==> config.mk <==
export PLATFORM = sky130hd
export DESIGN_NAME = ps2_key_decoder
export DESIGN_NICKNAME = d
export VERILOG_FILES = /design/src/rtl/ps2_pkg.sv /design/src/rtl/ps2_line_filter.sv /design/src/rtl/ps2_key_decoder.sv
export SDC_FILE = /design/constraint.sdc
export NUM_CORES = 1
export LEC_CHECK = 0
export CAP_MARGIN = 20
export CORE_MARGIN = 2
export CORE_UTILIZATION = 50
export DETAILED_ROUTE_END_ITERATION = 6
export PLACE_DENSITY = 0.75
export SYNTH_ARGS = -nofsm -noshare
export SYNTH_HDL_FRONTEND = slang
export SYNTH_SLANG_ARGS = --single-unit
export TNS_END_PERCENT = 50
==> constraint.sdc <==
create_clock -name clk_sys -period 2.3 [get_ports clk_sys]
set_input_delay 0.575 -clock clk_sys [delete_from_list [all_inputs] [get_ports clk_sys]]
set_output_delay 0.575 -clock clk_sys [all_outputs]
set_load 0.005 [all_outputs]
==> src/rtl/ps2_pkg.sv <==
// Shared types and constants for the PS/2 keyboard scancode decoder.
package ps2_pkg;

  typedef enum logic [1:0] {
    S_IDLE,
    S_DATA,
    S_PARITY,
    S_STOP
  } ps2_state_e;

  localparam logic [7:0] PFX_EXT   = 8'hE0;
  localparam logic [7:0] PFX_BRK   = 8'hF0;
  localparam logic [7:0] PFX_PAUSE = 8'hE1;

  // Keyboard status/ack bytes that never carry a key event
  localparam int N_DISCARD = 6;
  localparam logic [7:0] DISCARD_CODES [N_DISCARD] = '{
    8'h00, 8'hAA, 8'hEE, 8'hFA, 8'hFE, 8'hFF
  };

  localparam int KEY_W        = 11;
  localparam int KEY_TOG      = 10;
  localparam int KEY_PRESSED  = 9;
  localparam int KEY_EXT      = 8;
  localparam int KEY_CODE_MSB = 7;

  function automatic logic is_discard(input logic [7:0] code);
    logic hit;
    hit = 1'b0;
    for (int i = 0; i < N_DISCARD; i++) begin
      if (code == DISCARD_CODES[i]) hit = 1'b1;
    end
    return hit;
  endfunction

endpackage

==> src/rtl/ps2_line_filter.sv <==
// Two-flop synchronizer followed by a FILTER_LEN-sample persistence filter
// for one PS/2 line; idle/reset level is high.
module ps2_line_filter #(
  parameter int FILTER_LEN = 8
) (
  input  logic clk_sys,
  input  logic reset_n,
  input  logic line_in,
  output logic line_out
);

  localparam int CNT_W = (FILTER_LEN > 1) ? $clog2(FILTER_LEN) : 1;
  localparam logic [CNT_W-1:0] RELOAD = CNT_W'(FILTER_LEN - 1);

  logic             sync1_q, sync2_q;
  logic             level_q, level_d;
  logic [CNT_W-1:0] cnt_q, cnt_d;

  // Down-counter reloads on every agreeing sample; level flips on the
  // FILTER_LEN-th consecutive disagreeing sample.
  always_comb begin
    level_d = level_q;
    cnt_d   = RELOAD;
    if (sync2_q != level_q) begin
      if (cnt_q == '0) level_d = sync2_q;
      else             cnt_d   = cnt_q - CNT_W'(1);
    end
  end

  always_ff @(posedge clk_sys or negedge reset_n) begin
    if (!reset_n) begin
      sync1_q <= 1'b1;
      sync2_q <= 1'b1;
      level_q <= 1'b1;
      cnt_q   <= RELOAD;
    end else begin
      sync1_q <= line_in;
      sync2_q <= sync1_q;
      level_q <= level_d;
      cnt_q   <= cnt_d;
    end
  end

  assign line_out = level_q;

endmodule

==> src/rtl/ps2_key_decoder.sv <==
// PS/2 keyboard frame receiver and scancode-set-2 key event decoder.
// Define PS2_WATCHDOG_EN to abort stalled frames after TIMEOUT_CYC cycles.
//
// state  | meaning
// IDLE   | waiting for a start bit (falling clock with data low)
// DATA   | shifting in 8 data bits, LSB first
// PARITY | capturing the odd-parity bit
// STOP   | checking stop bit and parity, then decoding the byte
module ps2_key_decoder
  import ps2_pkg::*;
#(
  parameter int FILTER_LEN  = 8,
  parameter int TIMEOUT_CYC = 24000
) (
  input  logic             clk_sys,
  input  logic             reset_n,
  input  logic             ps2_clk,
  input  logic             ps2_dat,
  output logic [KEY_W-1:0] ps2_key,
  output logic             frame_err,
  output logic             busy
);

  logic clk_f, dat_f, clk_prev_q, fall;

  ps2_line_filter #(.FILTER_LEN(FILTER_LEN)) u_clk_filt (
    .clk_sys (clk_sys), .reset_n (reset_n), .line_in (ps2_clk), .line_out (clk_f)
  );
  ps2_line_filter #(.FILTER_LEN(FILTER_LEN)) u_dat_filt (
    .clk_sys (clk_sys), .reset_n (reset_n), .line_in (ps2_dat), .line_out (dat_f)
  );

  assign fall = clk_prev_q & ~clk_f;

  ps2_state_e       state_q, state_d;
  logic [2:0]       bit_cnt_q, bit_cnt_d;
  logic [7:0]       shift_q, shift_d;
  logic             parity_q, parity_d;
  logic             ext_q, ext_d, brk_q, brk_d;
  logic [KEY_W-1:0] key_q, key_d;
  logic             err_q, err_d;

`ifdef PS2_WATCHDOG_EN
  localparam int WD_W = $clog2(TIMEOUT_CYC + 1);
  logic [WD_W-1:0] wd_cnt_q, wd_cnt_d;
  logic            wd_expire;

  // A coinciding falling edge takes priority and restarts the count.
  assign wd_expire = (state_q != S_IDLE) && !fall && (wd_cnt_q == WD_W'(TIMEOUT_CYC));

  always_comb begin
    if (fall || state_q == S_IDLE || wd_expire) wd_cnt_d = '0;
    else                                        wd_cnt_d = wd_cnt_q + WD_W'(1);
  end
`else
  logic timeout_unused;
  assign timeout_unused = (TIMEOUT_CYC != 0);
`endif

  always_comb begin
    state_d   = state_q;
    bit_cnt_d = bit_cnt_q;
    shift_d   = shift_q;
    parity_d  = parity_q;
    ext_d     = ext_q;
    brk_d     = brk_q;
    key_d     = key_q;
    err_d     = 1'b0;
    if (fall) begin
      case (state_q)
        S_IDLE: begin
          if (!dat_f) begin
            state_d   = S_DATA;
            bit_cnt_d = 3'd0;
          end
        end
        S_DATA: begin
          shift_d   = {dat_f, shift_q[7:1]};
          bit_cnt_d = bit_cnt_q + 3'd1;
          if (bit_cnt_q == 3'd7) state_d = S_PARITY;
        end
        S_PARITY: begin
          parity_d = dat_f;
          state_d  = S_STOP;
        end
        S_STOP: begin
          state_d = S_IDLE;
          if (dat_f && (^{shift_q, parity_q})) begin
            if (shift_q == PFX_EXT) begin
              ext_d = 1'b1;
            end else if (shift_q == PFX_BRK) begin
              brk_d = 1'b1;
            end else if (shift_q != PFX_PAUSE) begin
              if (!is_discard(shift_q)) key_d = {~key_q[KEY_TOG], ~brk_q, ext_q, shift_q};
              ext_d = 1'b0;
              brk_d = 1'b0;
            end
          end else begin
            err_d = 1'b1;
            ext_d = 1'b0;
            brk_d = 1'b0;
          end
        end
        default: state_d = S_IDLE;
      endcase
    end
`ifdef PS2_WATCHDOG_EN
    else if (wd_expire) begin
      state_d = S_IDLE;
      err_d   = 1'b1;
      ext_d   = 1'b0;
      brk_d   = 1'b0;
    end
`endif
  end

  always_ff @(posedge clk_sys or negedge reset_n) begin
    if (!reset_n) begin
      clk_prev_q <= 1'b1;
      state_q    <= S_IDLE;
      bit_cnt_q  <= '0;
      shift_q    <= '0;
      parity_q   <= 1'b0;
      ext_q      <= 1'b0;
      brk_q      <= 1'b0;
      key_q      <= '0;
      err_q      <= 1'b0;
`ifdef PS2_WATCHDOG_EN
      wd_cnt_q   <= '0;
`endif
    end else begin
      clk_prev_q <= clk_f;
      state_q    <= state_d;
      bit_cnt_q  <= bit_cnt_d;
      shift_q    <= shift_d;
      parity_q   <= parity_d;
      ext_q      <= ext_d;
      brk_q      <= brk_d;
      key_q      <= key_d;
      err_q      <= err_d;
`ifdef PS2_WATCHDOG_EN
      wd_cnt_q   <= wd_cnt_d;
`endif
    end
  end

  assign ps2_key   = key_q;
  assign frame_err = err_q;
  assign busy      = (state_q != S_IDLE);

endmodule

==> results.sh, run 1 <==
export IMPL_pre_cts_slack_ns=0.120
export IMPL_cts_root_buf="clkbuf_8"
export IMPL_cts_sinks=41
export IMPL_synth_warnings=0
export IMPL_start_kind="flip-flop"
export IMPL_synth_area_um2=1950
export IMPL_yosys_area_top_type_share=0.359
export IMPL_setup_tns_ns=0
export IMPL_ys_seq_area_frac=0.534
export IMPL_pin_count=17
export IMPL_grt_pass1_wl_um=5420
export IMPL_cp_required_ns=2.48
export IMPL_min_period_over_period=0.952
export IMPL_min_path_type="input port to asynchronous set/reset pin"
export IMPL_critPathSlowestCell="xnor3_1"
export IMPL_max_slew_margin=0.499
export IMPL_overflow=0
export IMPL_fp_coreArea_um2=3720
export IMPL_path_class="flip-flop to flip-flop"
export IMPL_die_area_um2=4420
export IMPL_critical_path_cell_chain="xnor2_1 > xnor3_1 > xnor2_2 > nand2_2 > nor2_8 > mux2_4"
export IMPL_h_tree_depth=2
export IMPL_ys_seq_elements=41
export IMPL_synth_edff_count=0
export IMPL_initialDrtViolationCount=69
export IMPL_final_max_slew_viol_count=0
export IMPL_synth_distinct_cells=38
export IMPL_rsz0062_at_grt="no"
export IMPL_avgSynthCellArea_um2=12.6
export IMPL_ir_drop_uv=347
export IMPL_grt_pass1_vias=1198
export IMPL_timing_final_ws_setup_ns=0.110
export IMPL_p_per_area_nw_per_um2=812
export IMPL_synth_fp_nets=169
export IMPL_skew_ns=0.0103
export IMPL_cts_hold_buf=0
export IMPL_holdWs_ns=0.347
export IMPL_clk_latency_ns=0.29
export IMPL_placementRows=22
export IMPL_max_freq_ghz=0.457
export IMPL_remaining_drc_errors=0
export IMPL_grt_use_total=0.166
export IMPL_worstPathArrival_ns=2.37
export IMPL_via_per_inst=5.32
export IMPL_syn_inst=155
export IMPL_place_congestion=0.707
export IMPL_cts_buffers=5
export IMPL_vias=1192
export IMPL_synth_common_cells="28 x dfrtp_1, 13 x dfstp_2, 12 x mux2_2"
export IMPL_hpwl_um=2240
export IMPL_fp_dieW_um=66.5
export IMPL_grt_max_degree=36
export IMPL_synth_ff_type="dfrtp_1"
export IMPL_regToRegSetupSlack_ns=0.11
export IMPL_nFillCells=309
export IMPL_clkTransAtPathRegs_ns=0.07
export IMPL_end_kind="flip-flop"
export IMPL_areaGrowthSynthToFinish_pct=14.6
export IMPL_cp_top_family="XOR/XNOR gates"
export IMPL_status="finished, final reports clean"
export IMPL_num_antenna_cells=0
export IMPL_critical_path_max_stage_delay_ns=0.47
export IMPL_fin_crit_ns=2.19
export IMPL_postCtsSetupBuffers=0
export IMPL_setup_viol=0
export IMPL_synthArstFlopShare=1.00
export IMPL_final_antenna_net_count=0
export IMPL_start_util=0.525
export IMPL_wl_um=3110
export IMPL_hold_viol_final=0
export IMPL_worst_path_buf_inv=0
export IMPL_dieHeight_um=66.5
export IMPL_worstPathMaxFanout=10
export IMPL_worst_r2r_path_depth=6
export IMPL_p_leak_nw=1.10
export IMPL_wl_per_cell_um=13.9
export IMPL_rr_endpoint="ps2_key[2]$_DFFE_PN0P_"
export IMPL_drv_cap=0
export IMPL_first_pass_iters=4
export IMPL_post_synth_top_count_cell="dfrtp_1"
export IMPL_r2r_start="shift_q[1]$_DFFE_PN0P_"
export IMPL_io_buffers=16
export IMPL_drive_gt1_frac=0.290
export IMPL_cts_tree="done"
export IMPL_yosys_top_cells_area="dfrtp_1 36%, dfstp_2 18%, mux2_4 6.9%"
export IMPL_synth_largest_area_cell="dfrtp_1"
export IMPL_nNetsFinal=189
export IMPL_cts_buffer_depth=2
export IMPL_antenna_found_initial=0
export IMPL_worst_pin_slew_ns=0.751
-- worst max path at each step --
| stage | depth (start not counted) | slack, ns | endpoint | from |
|---|---|---|---|---|
| 3_5_place_dp | 6 | 0.12 | ps2_key[2]$_DFFE_PN0P_ | shift_q[1]$_DFFE_PN0P_ |
| 2_1_floorplan | 6 | 0.30 | ps2_key[0]$_DFFE_PN0P_ | shift_q[1]$_DFFE_PN0P_ |
| 4_1_cts | 6 | 0.10 | ps2_key[2]$_DFFE_PN0P_ | shift_q[1]$_DFFE_PN0P_ |
| 5_1_grt | 6 | 0.02 | ps2_key[2]$_DFFE_PN0P_ | shift_q[1]$_DFFE_PN0P_ |
| 3_3_place_gp | 6 | 0.21 | ps2_key[3]$_DFFE_PN0P_ | shift_q[1]$_DFFE_PN0P_ |
| 6_report | 6 | 0.11 | ps2_key[2]$_DFFE_PN0P_ | shift_q[1]$_DFFE_PN0P_ |
-- through the flow --
stage / power (mW) / area, um2 / util / instances
floorplan: 1.26 / 1950 / - / 155
CTS: 1.84 / 2240 / 0.602 / 224
global route: 1.96 / 2240 / 0.602 / 224
global placement: 1.35 / 2160 / 0.580 / 216
detailed placement: 1.39 / 2160 / 0.580 / 216
finish: 1.82 / 2240 / 0.602 / 224
-- cell usage in the layout, fill, tap and decap left out, types with 2 or more instances in the layout --
master / instances
a21oi_1: 7
xnor2_1: 5
xor2_1: 2
nor3_1: 4
o21ai_0: 5
ha_1: 10
a32o_1: 2
mux2_2: 12
nand4_1: 2
buf_4: 3
clkbuf_8: 5
dfstp_2: 13
nor2_1: 6
or2_2: 2
clkdlybuf4s50_1: 15
mux2_4: 9
nor2b_1: 2
inv_1: 11
nand2_1: 11
dfrtp_1: 28
clkbuf_1: 2
xnor2_2: 2
-- cell families (layout without fill, tap and decap cells) --
kind of cell,Yosys count,in the layout,share of synthesized area
multiplexers,21,21,0.138
AND/OR/NAND/NOR,34,34,0.0923
XOR/XNOR,10,10,0.0596
flip-flops,41,41,0.534
buffers and inverters,17,38,0.0385
AO/OA/AOI/OAI,22,22,0.0731
adder cells (fa/ha/maj),10,10,0.0641
-- routing by layer --
metal,share of wire,vias to the layer above,wire (um),GRT usage
li1,-,566,-,-
met1,0.44,593,1380,0.189
met2,0.49,26,1530,0.289
met3,0.043,7,135,0.0422
met4,0.020,0,61,0.0765
met5,0,-,0,0
-- report_power, final --
group | leakage (nW) | switching, mW | internal [mW]
registers | 0.523 | 0.0749 | 0.865
logic | 0.538 | 0.236 | 0.203
clock network | 0.0422 | 0.224 | 0.213
total | 1.10 | 0.535 | 1.28
-- worst reg2reg max path, delay by kind of cell (launching register included) --
| kind | cells | cell delay (ns) |
|---|---|---|
| flip-flops | 1 | 0.44 |
| multiplexers | 1 | 0.33 |
| XOR/XNOR | 3 | 0.93 |
| AND/OR/NAND/NOR | 2 | 0.39 |
-- final cells by class --
class                           count  area (um2)  area share
Sequential cell                    41        1040       0.466
Multi-Input combinational cell     97         835       0.373
Timing Repair Buffer               19         178      0.0794
Clock buffer                        7        76.3      0.0341
Tap cell                           48        60.1      0.0268
Inverter                           11        41.3      0.0185
Clock inverter                      1        5.00     0.00224
-- what timing repair did --
item	CTS	global route
endpoints found under the hold margin	0	0
setup endpoints to repair	0	1
resized for setup	0	0
-- flip-flops by register name (all words and copies together) (netlist names), 2 cells and up --
| register | flops |
|---|---|
| ps2_key | 11 |
| state_q | 2 |
| u_dat_filt.cnt_q | 3 |
| shift_q | 8 |
| bit_cnt_q | 3 |
| u_clk_filt.cnt_q | 3 |
Power figures use the tool's default switching activity.
==> inputs of run 2 (changes only) <==
HOLD_SLACK_MARGIN = 0.15   (was default)
==> results of run 2 <==
Final layout, timing and power as in run 1 (identical DEF).
==> inputs of run 3 (changes only) <==
HOLD_SLACK_MARGIN = default   (was 0.15)
==> results of run 3 <==
Final layout, timing and power as in run 1 (identical DEF).
